<file path="config.mk">
export PLATFORM = sky130hd
export DESIGN_NAME = cpu_fpu_div
export DESIGN_NICKNAME = d
export VERILOG_FILES = /design/src/rtl/cpu_fpu_pkg.sv /design/src/rtl/cpu_fpu_round_pack.sv /design/src/rtl/cpu_fpu_div.sv
export SDC_FILE = /design/constraint.sdc
export NUM_CORES = 1
export LEC_CHECK = 0
export BUFFER_PORTS_ARGS = -buffer_cell sky130_fd_sc_hd__buf_2
export CAP_MARGIN = 0
export CORE_AREA = 5 5 191 193
export CTS_CLUSTER_DIAMETER = 100
export DETAILED_ROUTE_END_ITERATION = 8
export DIE_AREA = 0 0 196 198
export SETUP_SLACK_MARGIN = 0.1
export SYNTH_ARGS = -nofsm -noshare
export SYNTH_HDL_FRONTEND = slang
export SYNTH_SLANG_ARGS = --single-unit
</file>
<file path="constraint.sdc">
create_clock -name i_clock -period 5.9 [get_ports i_clock]
set_input_delay 0.295 -clock i_clock [delete_from_list [all_inputs] [get_ports i_clock]]
set_output_delay 0.295 -clock i_clock [all_outputs]
set_load 0.02 [all_outputs]
</file>
<file path="src/rtl/cpu_fpu_pkg.sv">
// Shared FPU definitions: binary32 field layout, internal exponent type,
// canonical NaN and the unpack helper used by the divider and multiply-add units.
package cpu_fpu_pkg;

  localparam int unsigned FP_W   = 32;  // binary32 word
  localparam int unsigned EXP_W  = 10;  // internal signed, unbiased exponent
  localparam int unsigned MANT_W = 24;  // mantissa including hidden bit

  typedef logic signed [EXP_W-1:0] exp_t;
  typedef logic [MANT_W-1:0]       mant_t;

  localparam exp_t EXP_BIAS = 10'sd127;
  localparam exp_t EXP_MIN  = -10'sd126;  // smallest normal exponent
  localparam exp_t EXP_INF  = 10'sd128;   // biased field 0xFF
  localparam exp_t EXP_DEN  = -10'sd127;  // biased field 0x00

  localparam logic [FP_W-1:0] CANON_NAN = 32'hFFC0_0000;

  // Packed binary32 word
  typedef struct packed {
    logic        sign;
    logic [7:0]  exp;
    logic [22:0] frac;
  } fp32_t;

  // Unpacked operand: unbiased exponent, fraction with hidden bit still clear
  typedef struct packed {
    logic  sign;
    exp_t  exp;
    mant_t mant;
  } unpacked_t;

  function automatic unpacked_t fp_unpack(input fp32_t x);
    unpacked_t u;
    u.sign = x.sign;
    u.exp  = exp_t'({2'b00, x.exp}) - EXP_BIAS;
    u.mant = {1'b0, x.frac};
    return u;
  endfunction

endpackage

</file>
<file path="src/rtl/cpu_fpu_round_pack.sv">
// Round-to-nearest-even and binary32 packing (combinational).
// Ports:
//   z_s            result sign
//   z_e            unbiased exponent, already >= -126
//   z_m            24-bit mantissa before rounding
//   guard/round/sticky  bits below the mantissa LSB
//   result         packed binary32 (signed inf on overflow, denormal field when small)
module cpu_fpu_round_pack
  import cpu_fpu_pkg::*;
(
  input  logic                    z_s,
  input  logic signed [EXP_W-1:0] z_e,
  input  logic [MANT_W-1:0]       z_m,
  input  logic                    guard,
  input  logic                    round,
  input  logic                    sticky,
  output logic [FP_W-1:0]         result
);

  logic                    round_up;
  logic [MANT_W-1:0]       m_r;
  logic signed [EXP_W-1:0] e_r;
  fp32_t                   pk;

  always_comb begin
    round_up = guard & (round | sticky | z_m[0]);
    m_r      = z_m + MANT_W'(round_up);
    e_r      = z_e;
    // all-ones mantissa wraps to zero; carry moves into the exponent
    if (round_up && (z_m == '1)) e_r = z_e + 10'sd1;

    pk.sign = z_s;
    pk.exp  = 8'(e_r + EXP_BIAS);
    pk.frac = m_r[22:0];
    if ((e_r == EXP_MIN) && !m_r[MANT_W-1]) pk.exp = '0;
    if (e_r > EXP_BIAS) begin
      pk.exp  = '1;
      pk.frac = '0;
    end
  end

  assign result = pk;

endmodule

</file>
<file path="src/rtl/cpu_fpu_div.sv">
// Iterative binary32 divider (op1 / op2): special-case screen, operand
// normalisation, 28-step restoring quotient loop, underflow shift, RNE rounding.
// Ports:
//   i_clock    clock, rising edge
//   i_reset    synchronous active-high reset
//   i_request  held high from operand presentation until o_ready is seen
//   i_op1      dividend, captured in IDLE
//   i_op2      divisor, captured in IDLE
//   o_ready    result valid, held while i_request stays high
//   o_result   quotient, held until the next PUT_Z
module cpu_fpu_div
  import cpu_fpu_pkg::*;
(
  input  logic            i_clock,
  input  logic            i_reset,
  input  logic            i_request,
  input  logic [FP_W-1:0] i_op1,
  input  logic [FP_W-1:0] i_op2,
  output logic            o_ready,
  output logic [FP_W-1:0] o_result
);

  localparam int unsigned Q_W   = 28;
  localparam int unsigned REM_W = 25;
  localparam int unsigned CNT_W = 5;

  typedef enum logic [3:0] {
    IDLE    = 4'd0,
    SPECIAL = 4'd1,
    NORM_A  = 4'd2,
    NORM_B  = 4'd3,
    DIVIDE  = 4'd4,
    POST    = 4'd5,
    NORM_2  = 4'd6,
    ROUND   = 4'd7,
    PACK    = 4'd8,
    PUT_Z   = 4'd9
  } state_t;

  state_t state, state_nxt;

  unpacked_t ua, ub;
  mant_t     a_m, b_m, z_m;
  exp_t      a_e, b_e, z_e;
  logic      z_s;
  logic [Q_W-1:0]   q;
  logic [REM_W-1:0] rem;
  logic [CNT_W-1:0] cnt;
  logic             guard, round_bit, sticky;
  logic [FP_W-1:0]  z;
  logic [FP_W-1:0]  rp_result;

  logic            a_nan, b_nan, a_inf, b_inf, a_zero, b_zero;
  logic            special_hit;
  logic [FP_W-1:0] special_z;
  logic            ready_nxt, result_load;

  assign ua = fp_unpack(i_op1);
  assign ub = fp_unpack(i_op2);

  // Operand classification on the captured (hidden-bit-clear) fields
  assign a_nan  = (a_e == EXP_INF) && (a_m != '0);
  assign b_nan  = (b_e == EXP_INF) && (b_m != '0);
  assign a_inf  = (a_e == EXP_INF) && (a_m == '0);
  assign b_inf  = (b_e == EXP_INF) && (b_m == '0);
  assign a_zero = (a_e == EXP_DEN) && (a_m == '0);
  assign b_zero = (b_e == EXP_DEN) && (b_m == '0);

  // Special-case result, first match wins
  always_comb begin
    special_hit = 1'b1;
    special_z   = CANON_NAN;
    if (a_nan || b_nan)          special_z = CANON_NAN;
    else if (a_inf && b_inf)     special_z = CANON_NAN;
    else if (a_zero && b_zero)   special_z = CANON_NAN;
    else if (a_inf)              special_z = {z_s, 8'hFF, 23'd0};
    else if (b_inf)              special_z = {z_s, 31'd0};
    else if (b_zero)             special_z = {z_s, 8'hFF, 23'd0};
    else if (a_zero)             special_z = {z_s, 31'd0};
    else                         special_hit = 1'b0;
  end

  cpu_fpu_round_pack u_round_pack (
    .z_s    (z_s),
    .z_e    (z_e),
    .z_m    (z_m),
    .guard  (guard),
    .round  (round_bit),
    .sticky (sticky),
    .result (rp_result)
  );

  // State register
  always_ff @(posedge i_clock) begin
    if (i_reset) state <= IDLE;
    else         state <= state_nxt;
  end

  // Next-state logic
  always_comb begin
    state_nxt = state;
    case (state)
      IDLE:    if (i_request) state_nxt = SPECIAL;
      SPECIAL: state_nxt = special_hit ? PUT_Z : NORM_A;
      NORM_A:  if (a_m[MANT_W-1]) state_nxt = NORM_B;
      NORM_B:  if (b_m[MANT_W-1]) state_nxt = DIVIDE;
      DIVIDE:  if (cnt == '0) state_nxt = POST;
      POST:    state_nxt = NORM_2;
      NORM_2:  if (!(z_e < EXP_MIN)) state_nxt = ROUND;
      ROUND:   state_nxt = PACK;
      PACK:    state_nxt = PUT_Z;
      PUT_Z:   if (!i_request) state_nxt = IDLE;
      default: state_nxt = IDLE;
    endcase
  end

  // Output control
  always_comb begin
    ready_nxt   = 1'b0;
    result_load = 1'b0;
    if (state == PUT_Z) begin
      ready_nxt   = i_request;
      result_load = 1'b1;
    end
  end

  always_ff @(posedge i_clock) begin
    if (i_reset) begin
      o_ready  <= 1'b0;
      o_result <= '0;
    end else begin
      o_ready <= ready_nxt;
      if (result_load) o_result <= z;
    end
  end

  // Datapath
  always_ff @(posedge i_clock) begin
    if (i_reset) begin
      a_m       <= '0;
      b_m       <= '0;
      a_e       <= '0;
      b_e       <= '0;
      z_e       <= '0;
      z_m       <= '0;
      z_s       <= 1'b0;
      q         <= '0;
      rem       <= '0;
      cnt       <= '0;
      guard     <= 1'b0;
      round_bit <= 1'b0;
      sticky    <= 1'b0;
      z         <= '0;
    end else begin
      case (state)
        IDLE: begin
          if (i_request) begin
            a_m <= ua.mant;
            b_m <= ub.mant;
            a_e <= ua.exp;
            b_e <= ub.exp;
            z_s <= ua.sign ^ ub.sign;
          end
        end
        SPECIAL: begin
          if (special_hit) begin
            z <= special_z;
          end else begin
            // denormals keep hidden bit clear and take the minimum exponent
            if (a_e == EXP_DEN) a_e <= EXP_MIN;
            else                a_m[MANT_W-1] <= 1'b1;
            if (b_e == EXP_DEN) b_e <= EXP_MIN;
            else                b_m[MANT_W-1] <= 1'b1;
          end
        end
        NORM_A: begin
          if (!a_m[MANT_W-1]) begin
            a_m <= a_m << 1;
            a_e <= a_e - 10'sd1;
          end
        end
        NORM_B: begin
          if (!b_m[MANT_W-1]) begin
            b_m <= b_m << 1;
            b_e <= b_e - 10'sd1;
          end else begin
            rem <= {1'b0, a_m};
            q   <= '0;
            cnt <= CNT_W'(Q_W - 1);
            z_e <= a_e - b_e;
          end
        end
        DIVIDE: begin
          // one restoring step; both mantissas normalised so rem < 2*b_m
          if (rem >= {1'b0, b_m}) begin
            q   <= {q[Q_W-2:0], 1'b1};
            rem <= (rem - {1'b0, b_m}) << 1;
          end else begin
            q   <= {q[Q_W-2:0], 1'b0};
            rem <= rem << 1;
          end
          if (cnt != '0) cnt <= cnt - 5'd1;
        end
        POST: begin
          if (q[Q_W-1]) begin
            z_m       <= q[27:4];
            guard     <= q[3];
            round_bit <= q[2];
            sticky    <= q[1] | q[0] | (rem != '0);
          end else begin
            z_m       <= q[26:3];
            guard     <= q[2];
            round_bit <= q[1];
            sticky    <= q[0] | (rem != '0);
            z_e       <= z_e - 10'sd1;
          end
        end
        NORM_2: begin
          // denormalise one bit per cycle until the exponent is representable
          if (z_e < EXP_MIN) begin
            z_e       <= z_e + 10'sd1;
            z_m       <= z_m >> 1;
            guard     <= z_m[0];
            round_bit <= guard;
            sticky    <= sticky | round_bit;
          end
        end
        ROUND: begin
          z <= rp_result;
        end
        default: begin
        end
      endcase
    end
  end

endmodule

</file>
# Word-level counts from Yosys, hierarchy flattened
# Index checks and enable logic that the tools add are counted.
totals:
  regBits: 233
  input_bits: 67
  out_inout_bits: 33
  elab_cells: 190
classes:
  add_sub_neg: 11
  magnitude_cmp: 3
  eq_ne: 32
  n_mux: 75
  bitwise_logic: 8
  reduce_logical: 42
ops:
  columns: ["cell", "n"]
  rows:
  - ["$mux W32", 8]
  - ["$mux W24", 6]
  - ["$mux W10", 12]
  - ["$pmux W23 S2", 2]
  - ["$pmux W10 S3", 3]
  - ["$pmux W32 S2", 1]
  - ["$pmux W28 S2", 1]
  - ["$mux W25", 2]
  - ["$pmux W25 S2", 1]
  - ["$logic_not A24 Y1", 2]
  - ["$pmux W24 S2", 1]
  - ["$reduce_bool A24 Y1", 2]
  - ["$pmux W4 S10", 1]
  - ["$ne A2 B2 Y1 const B", 17]
  - ["$mux W31", 1]
  - ["$eq A10 B8 Y1 const B", 3]
  - ["$sub A10 B2 Y10 const B", 3]
  - ["$mux W28", 1]
  - ["$mux W4", 7]
  - ["$ge A25 B24 Y1", 1]
  - ["$reduce_bool A25 Y1", 1]
  - ["$add A24 B1 Y24", 1]
  - ["$eq A24 B24 Y1 const B", 1]
  - ["$sub A24 B24 Y24", 1]
  - ["other kinds (36)", 92]

# Longest topological paths before layout
# Gate-level depths: netlist (run 1).
logic_depth:
  depth_word: 11
  ltp_mapped: 15
  depth_no_buf: 14

# Hierarchy
# Synthesis (run 1) repeated with hierarchy kept, for this count alone.
unflattened:
  cells_unflattened: 1874
  area_unflattened_um2: 14107.3
modules_own_cells:
  columns: ["mod", "instances", "cells_each", "area_per_inst_um2", "seq_area_each_um2"]
  rows:
  - ["cpu_fpu_div", 1, 1688, 12838.6, 4664.5]
  - ["cpu_fpu_round_pack", 1, 186, 1268.7, 0.0]

# Least setup slack after synthesis (run 1)
# Ideal clock, no wire load.
synth_timing:
  path_type: "reg2reg"
  from: "reg z_m[2]"
  to: "reg z[29]"
  setup_time_ns: 0.074
  arrival_time_ns: 2.652
  required_time_ns: 5.826
  setup_slack_ns: 3.174
  path_stages_with_launch: 16
  n_path_buf: 1
  synth_period_minus_slack_ns: 2.726
  path_cell_list: "dfxtp_1 > and4_1 > buf_4 > nand4_2 > nor3_4 > nor2_1 > a21o_1 > inv_1 > ha_1 > nand3_1 > mux2_4 > mux2i_1 > o22ai_1 > xor2_1 > nand2_1 > a31oi_1"
synth_via:
  elab_chain_len: 8
  word_cells_on_any_way: 12
  cone_classes: "add/sub (2); order compare (1); eq/ne (2); mux (4); reduce/logical (3)"
synth_rtl:
  columns: ["element", "line", "source"]
  rows:
  - ["from (decl)", "cpu_fpu_div.sv:43", "mant_t a_m, b_m, z_m;"]
  - ["from (signal assigned)", "cpu_fpu_div.sv:206", "z_m <= q[27:4];"]
  - ["from (signal assigned)", "cpu_fpu_div.sv:211", "z_m <= q[26:3];"]
  - ["from (signal assigned)", "cpu_fpu_div.sv:222", "z_m <= z_m >> 1;"]
  - ["branches (longest 6 deep; another with $add A8 B8 Y8)", null, null]
  - ["$mux W31 *", "cpu_fpu_round_pack.sv:36", "if (e_r > EXP_BIAS) begin"]
  - ["$pmux W32 S2 *", "cpu_fpu_div.sv:155", "case (state)"]
  - ["to (signal assigned)", "cpu_fpu_div.sv:167", "z <= special_z;"]
  - ["to (signal assigned)", "cpu_fpu_div.sv:229", "z <= rp_result;"]
  - ["to (decl)", "cpu_fpu_div.sv:50", "logic [FP_W-1:0] z;"]
# Mark *: on every way between the ends.
# A chain may end at the register's enable or synchronous reset.

# Final worst setup path (run 1)
layout_timing:
  from: "reg b_m[23]"
  to: "reg b_e[2]"
layout_via:
  elab_chain_len: 10
  word_cells_on_any_way: 17
  cone_classes: "eq/ne (2); mux (6); reduce/logical (9)"
layout_rtl:
  columns: ["element", "line", "source"]
  rows:
  - ["from (decl)", "cpu_fpu_div.sv:43", null]
  - ["from (signal assigned)", "cpu_fpu_div.sv:159", "b_m <= ub.mant;"]
  - ["from (signal assigned)", "cpu_fpu_div.sv:184", "b_m <= b_m << 1;"]
  - ["$logic_not A24 Y1", "cpu_fpu_div.sv:65, cpu_fpu_div.sv:67", null]
  - ["$logic_and A1 B1 Y1", "cpu_fpu_div.sv:67", "assign b_zero = (b_e == EXP_DEN) && (b_m == '0);"]
  - ["$mux W1", "cpu_fpu_div.sv:78", "else if (b_zero) special_z = {z_s, 8'hFF, 23'd0};"]
  - ["$mux W1", "cpu_fpu_div.sv:77", "else if (b_inf) special_z = {z_s, 31'd0};"]
  - ["$mux W1", "cpu_fpu_div.sv:76", "else if (a_inf) special_z = {z_s, 8'hFF, 23'd0};"]
  - ["$mux W1", "cpu_fpu_div.sv:75", "else if (a_zero && b_zero) special_z = CANON_NAN;"]
  - ["$mux W1", "cpu_fpu_div.sv:74", "else if (a_inf && b_inf) special_z = CANON_NAN;"]
  - ["$mux W1", "cpu_fpu_div.sv:73", "if (a_nan || b_nan) special_z = CANON_NAN;"]
  - ["$ne A2 B2 Y1 (no line)", null, null]
  - ["$reduce_and A5 Y1 (no line) *", null, null]
  - ["to (signal assigned)", "cpu_fpu_div.sv:161", "b_e <= ub.exp;"]
  - ["to (signal assigned)", "cpu_fpu_div.sv:185", "b_e <= b_e - 10'sd1;"]
  - ["to (decl)", "cpu_fpu_div.sv:44", "exp_t a_e, b_e, z_e;"]
# Mark *: on every way between the ends. The rest lies on a longest branch, timed or not.

==> results.ini, run 1 <==
[drt]
drtAntennaViolNets = 0
drc = 0
dr.pass1.iters = 5
wirelength_um = 37100
via_per_inst = 5.59
initialDrtViolationCount = 928
vias = 12800
routedWlPerCell_um = 16.3

[clock_network]
cts_root_buffer = clkbuf_16
path_clk_slew_ns = 0.06
numClockSinks = 233
clock_latency_ns = 0.56
cts_tree = built
ctsResizeCount = 0
hold_buffers = 0
cts_setup_buffers = 0
clock_path_buffers = 3
cts-buffers-inserted = 27
cts-htree-levels = 1

[placed_design]
dp_cells = 2236
post-place-ws_ns = 2.27
hpwl_um = 26300
place_congestion = 0.899
place.port_buffers = 99

[timing]
final-max-slew-violation-count = 0
setup_viol = 0
hold_violations = 0
layout_setup_ws_ns = 2.28
tns_ns = 0
rsz0062_at_grt = no
skew_ns = 0.0191
fmax_mhz = 277
fin_crit_sh = 0.613
max_slew_margin = 0.248
timing.final.crit_period_ns = 3.62
worst_pin_slew_ns = 1.13
hold_ws_ns = 0.0120

[global_route]
grt_usage = 0.184
antenna_found_initial = 0
grt-ovfl-total = 0
grt_max_degree = 87
grt_pass1_vias = 11900
grt_pass1_wl_um = 61200

[power]
power.density_nw_per_um2 = 416
peakVddDrop_uv = 321
p_leak_nw = 5.67

[synthesis]
synth-simple-area-share = 0.224
synth_top_area_frac = 0.342
syn_nets = 1898
ys_warn_count = 0
yosysTopAreaCell = dfxtp_1
synth_compound_area_frac = 0.255
synth_adder_area_share = 0.0460
synth_common_cells = nor2_1, dfxtp_1, nand2_1
synth_area_per_cell_um2 = 7.66
synth_edf_count = 0
ys_top_cells_by_area = dfxtp_1, a21oi_1, nor2_1, nand2_1, a22oi_1
synth_top_family_by_area = compound AO/OA/AOI/OAI gates
syn_area_um2 = 13700
synth-xor-area-share = 0.0539
yosysMostFrequentCell = nor2_1
seq_area_frac_synth = 0.342
synthCells = 1782
ys_ff_latch = 233
ys.flop_type = dfxtp_1
async_reset_ff_frac = 0
synthMuxAreaShare = 0.0275
synth.distinct_cells = 79

[worst_setup_path]
regToRegSetupSlack_ns = 2.28
cp.arrival_ns = 4.02
required_ns = 6.31
start_kind = flop
r2r-start = b_m[23]
cp-startpoint = b_m[23]
r2r-end = b_e[2]
critPathCapture = b_e[2]
rr_worst_depth = 9
crit_type = reg2reg
critPathCaptureType = flop
crit_fanout = 26

[layout]
drive_gt1_frac = 0.113
area_growth_syn_to_layout_pct = 12.5
finalNonFillerCells = 2284
diodes = 0
layout.nets = 1926

[floorplanning]
io_pins = 100
row_count = 68
core_area_um2 = 34400
dieWidth_um = 196
die_h_um = 198
die_area_um2 = 38800
start_util = 0.397

[run_status]
status = complete, no violations

[job]
drv_cap = 0

[min_path]
hp-class = in2reg

worst min-delay path by stage:
stage / from / endpoint / slack (ns) / cells past startpoint
after floorplan: z[22] / o_result[22] / 0.43 / 2
after global placement: o_result[19] / o_result[19] / 0.44 / 2
after detailed placement: z[23] / o_result[23] / 0.44 / 2
after CTS: i_op1[6] / a_m[6] / 0.005 / 3
after global routing: i_op1[7] / a_m[7] / 0.03 / 3
final: i_op1[0] / a_m[0] / 0.01 / 3
cell families (layout without fill, tap and decap cells):
group,Yosys count,in the layout
adder cells (fa/ha/maj),49,49
flip-flops,233,233
AO/OA/AOI/OAI,537,537
multiplexers,37,37
buffers and inverters,178,225
AND/OR/NAND/NOR,664,664
XOR/XNOR,84,84
placed cells by master (no fill, tap or decap), types with 35 or more instances in the layout:
cell type  synthesis  routed
a22oi_1           86      86
xnor2_1           49      49
xor2_1            35      35
nor3_1            59      57
a211oi_1          83      83
mux2i_1           36      36
o21ai_0           61      61
ha_1              47      47
nor2_1           235     233
inv_1             55      55
buf_2             14      98
nand3_1           36      35
nand2_1          207     206
a21oi_1          183     182
dfxtp_1          233     233
critical path: stages, from the launching register on:
cell       delay [ns]
dfxtp_1          0.93
nor4_1           0.13
nand4_1          0.20
nor2_1           0.14
a2111oi_4        0.48
nand3_1          0.16
a221oi_2         0.90
o21ai_0          0.22
a22oi_1          0.24
nor2_1           0.06
report_power, final:
part	internal, mW	switching, mW	leakage (nW)
combinational	0.996	1.53	3.31
clock	1.11	0.693	0.470
sequential	1.77	0.285	1.89
routing by layer:
layer / global-route usage / up-vias / wire length [um]
met2: 0.304 / 289 / 17100
met5: 0 / - / 0
met3: 0.0233 / 67 / 1410
met1: 0.254 / 5937 / 17500
li1: - / 6479 / -
met4: 0.0548 / 0 / 1150
per-stage QoR:
stage / power (mW) / instance area [um2] / util
final: 6.39 / 15400 / 0.447
after floorplan: 3.97 / 13700 / -
after global routing: 6.84 / 15400 / 0.447
after detailed placement: 4.60 / 14400 / 0.419
after global placement: 4.58 / 14400 / 0.419
after CTS: 6.43 / 15400 / 0.447
layout make-up:
class / count / area, um2
Fill cell: 3494 / 19000
Sequential cell: 233 / 4660
Timing Repair Buffer: 119 / 652
Inverter: 58 / 218
Tap cell: 455 / 569
Clock inverter: 13 / 208
Clock buffer: 35 / 746
Multi-Input combinational cell: 1371 / 8310
sequential cells by signal, indices dropped and copies added, names as in the netlist, 24 cells and up:
signal    count
q            28
rem          25
o_result     32
z_m          24
a_m          24
z            32
b_m          24
Power figures use the tool's default switching activity.
==> run 2: changes to the inputs <==
==> constraint.sdc (replaced) <==
create_clock -name i_clock -period 3.5 [get_ports i_clock]
set_input_delay 0.175 -clock i_clock [delete_from_list [all_inputs] [get_ports i_clock]]
set_output_delay 0.175 -clock i_clock [all_outputs]
set_load 0.02 [all_outputs]
==> run 2 against run 1 <==
  * Combinational power increased by 74%
  * Worst hold slack improved by 0.019 ns
  * Register-to-register slack lost 1.8 ns
  * Non-clock buffer count up 69
  * Die area is the same
  * Sequential share of layout area decreased by 1.2 points
  * Sequential power increased by 67%
  * Sequential cell count is the same
  * Fmax up 18%
  * Count of clock-buffer cells in the layout increased by 1
  * Critical path type unchanged
==> results.ini, run 2 (synthesis gave the netlist of run 1 again) <==
[run_status]
status = complete, no violations  ; unchanged

[timing]
layout_setup_ws_ns = 0.448  ; was 2.28 ns
setup_viol = 0  ; unchanged
hold_violations = 0  ; unchanged
skew_ns = 0.0112  ; was 0.0191 ns
fin_crit_sh = 0.872  ; was 0.613
worst_pin_slew_ns = 0.893  ; was 1.13 ns
timing.final.crit_period_ns = 3.05  ; was 3.62 ns
final-max-slew-violation-count = 0  ; unchanged
max_slew_margin = 0.404  ; was 0.248
tns_ns = 0  ; unchanged
fmax_mhz = 328  ; was 277 MHz
rsz0062_at_grt = no  ; unchanged

[worst_setup_path]
critPathCaptureType = flop  ; unchanged
r2r-end = z[29]  ; was b_e[2]
required_ns = 3.97  ; was 6.31 ns
start_kind = flop  ; unchanged
regToRegSetupSlack_ns = 0.45  ; was 2.28 ns
crit_fanout = 8  ; was 26
r2r-start = z_m[4]  ; was b_m[23]
crit_type = reg2reg  ; unchanged
rr_worst_depth = 14  ; was 9
cp.arrival_ns = 3.52  ; was 4.02 ns

[layout]
seq_area_um2 = 4660  ; unchanged
drive_gt1_frac = 0.122  ; was 0.113
area_growth_syn_to_layout_pct = 17.2  ; was 12.5%
nFillCells = 3433  ; was 3,494
layout.nets = 1996  ; was 1,926
multi_input_area_um2 = 8320  ; was 8310 um2
diodes = 0  ; unchanged
largest_registers = o_result (32), z (32), q (28)  ; unchanged
final_cell_mix = nor2_1, dfxtp_1, nand2_1, a21oi_1, buf_2  ; unchanged

[min_path]
min_to = z_s  ; was a_m[0]
min_from = i_op1[31]  ; was i_op1[0]
hp-class = in2reg  ; unchanged
hold_depth = 3  ; unchanged

[drt]
dr.pass1.iters = 5  ; unchanged
routedWlPerCell_um = 16.3  ; about the same
wl_met3_um = 1820  ; was 1410 um
drtAntennaViolNets = 0  ; unchanged
wirelength_um = 38300  ; was 37,100 um
vias = 13000  ; was 12,800
via_per_inst = 5.54  ; was 5.59
top_layer = met4  ; unchanged
met1Wirelength_um = 17700  ; was 17,500 um
met2WireLength_um = 17800  ; was 17,100 um
initialDrtViolationCount = 871  ; was 928
drc = 0  ; unchanged

[clock_network]
cts-htree-levels = 1  ; unchanged
path_clk_slew_ns = 0.06  ; about the same
cts-buffers-inserted = 28  ; was 27
clock_path_buffers = 3  ; unchanged
cts_root_buffer = clkbuf_16  ; unchanged
numClockSinks = 233  ; unchanged
cts_tree = built  ; unchanged
clock_latency_ns = 0.55  ; was 0.56 ns
cts_setup_buffers = 0  ; unchanged

[floorplanning]
io_pins = 100  ; unchanged
die_h_um = 198  ; unchanged
die_area_um2 = 38800  ; unchanged
row_count = 68  ; unchanged
dieWidth_um = 196  ; unchanged
start_util = 0.397  ; unchanged
core_area_um2 = 34400  ; unchanged

[placed_design]
hpwl_um = 27000  ; was 26,300 um
place_congestion = 0.920  ; was 0.899
post-place-ws_ns = 0.452  ; was 2.27 ns
place.port_buffers = 99  ; unchanged

[global_route]
grt_pass1_wl_um = 63600  ; was 61,200 um
antenna_found_initial = 0  ; unchanged
grt-ovfl-total = 0  ; unchanged
grt_usage = 0.192  ; was 0.184
grt_max_degree = 105  ; was 87
grt_pass1_vias = 12300  ; was 11,900

[power]
p_leak_nw = 5.98  ; was 5.67 nW
finalPower_mw = 10.8  ; was 6.39 mW
power.density_nw_per_um2 = 672  ; was 416 nW/um2
peakVddDrop_uv = 378  ; was 321 uV

[job]
drv_cap = 0  ; unchanged

run 2: how the worst max path moves through the flow:
stage / to / startpoint / cells past startpoint
2_1_floorplan: z[29] / z_m[2] / 15
3_3_place_gp: rem[15] / b_m[5] / 11
3_5_place_dp: rem[15] / b_m[7] / 11
4_1_cts: rem[15] / b_m[5] / 11
5_1_grt: rem[7] / b_m[10] / 12
6_report: z[29] / z_m[4] / 14
run 2: timing repair:
| action | 4_1_cts | 5_1_grt |
|---|---|---|
| endpoints found under the hold margin | 48 | 0 |
| hold buffers | 48 | 0 |
| resized for setup | 0 | 1 |
| setup endpoints to repair | 0 | 6 |
run 2: critical path, cell delays in order (launching register included):
cell and delay [ns]:
dfxtp_1 0.44, and4_4 0.30, nand4_2 0.19, nor3_4 0.43, nor2_1 0.08, a21o_1 0.20, inv_1 0.06, ha_1 0.19
nand3_1 0.09, mux2_4 0.33, mux2i_1 0.12, o22ai_1 0.17, xor2_1 0.16, nand2_1 0.07, a31oi_1 0.15
run 2: per-stage QoR:
stage / std cells / utilization / hold WS, ns / instance area, um2
2_1_floorplan: 1782 / - / 0.312 / 13700
3_3_place_gp: 2257 / 0.424 / 0.440 / 14600
3_5_place_dp: 2257 / 0.424 / 0.445 / 14600
4_1_cts: 2354 / 0.465 / 0.0201 / 16000
5_1_grt: 2354 / 0.466 / 0.0432 / 16000
6_report: 2354 / 0.466 / 0.0313 / 16000
run 2: area by class of cell:
class | count | area share
multi-input combinational | 1371 | 0.520
sequential | 233 | 0.292
timing repair buffer | 188 | 0.0814
clock buffer | 36 | 0.0500
tap | 455 | 0.0356
inverter | 58 | 0.0136
clock inverter | 13 | 0.00813
run 2: routing by layer:
metal,vias to the layer above,GRT usage
met2,299,0.321
li1,6627,-
met3,62,0.0267
met4,0,0.0509
met5,-,0
met1,6057,0.263
run 2: report_power, final:
group | leakage, nW | total (mW) | switching [mW] | internal [mW]
registers | 1.89 | 3.44 | 0.450 | 2.99
clock network | 0.471 | 2.91 | 1.16 | 1.75
logic | 3.62 | 4.41 | 2.63 | 1.78
total | 5.98 | 10.8 | 4.24 | 6.52
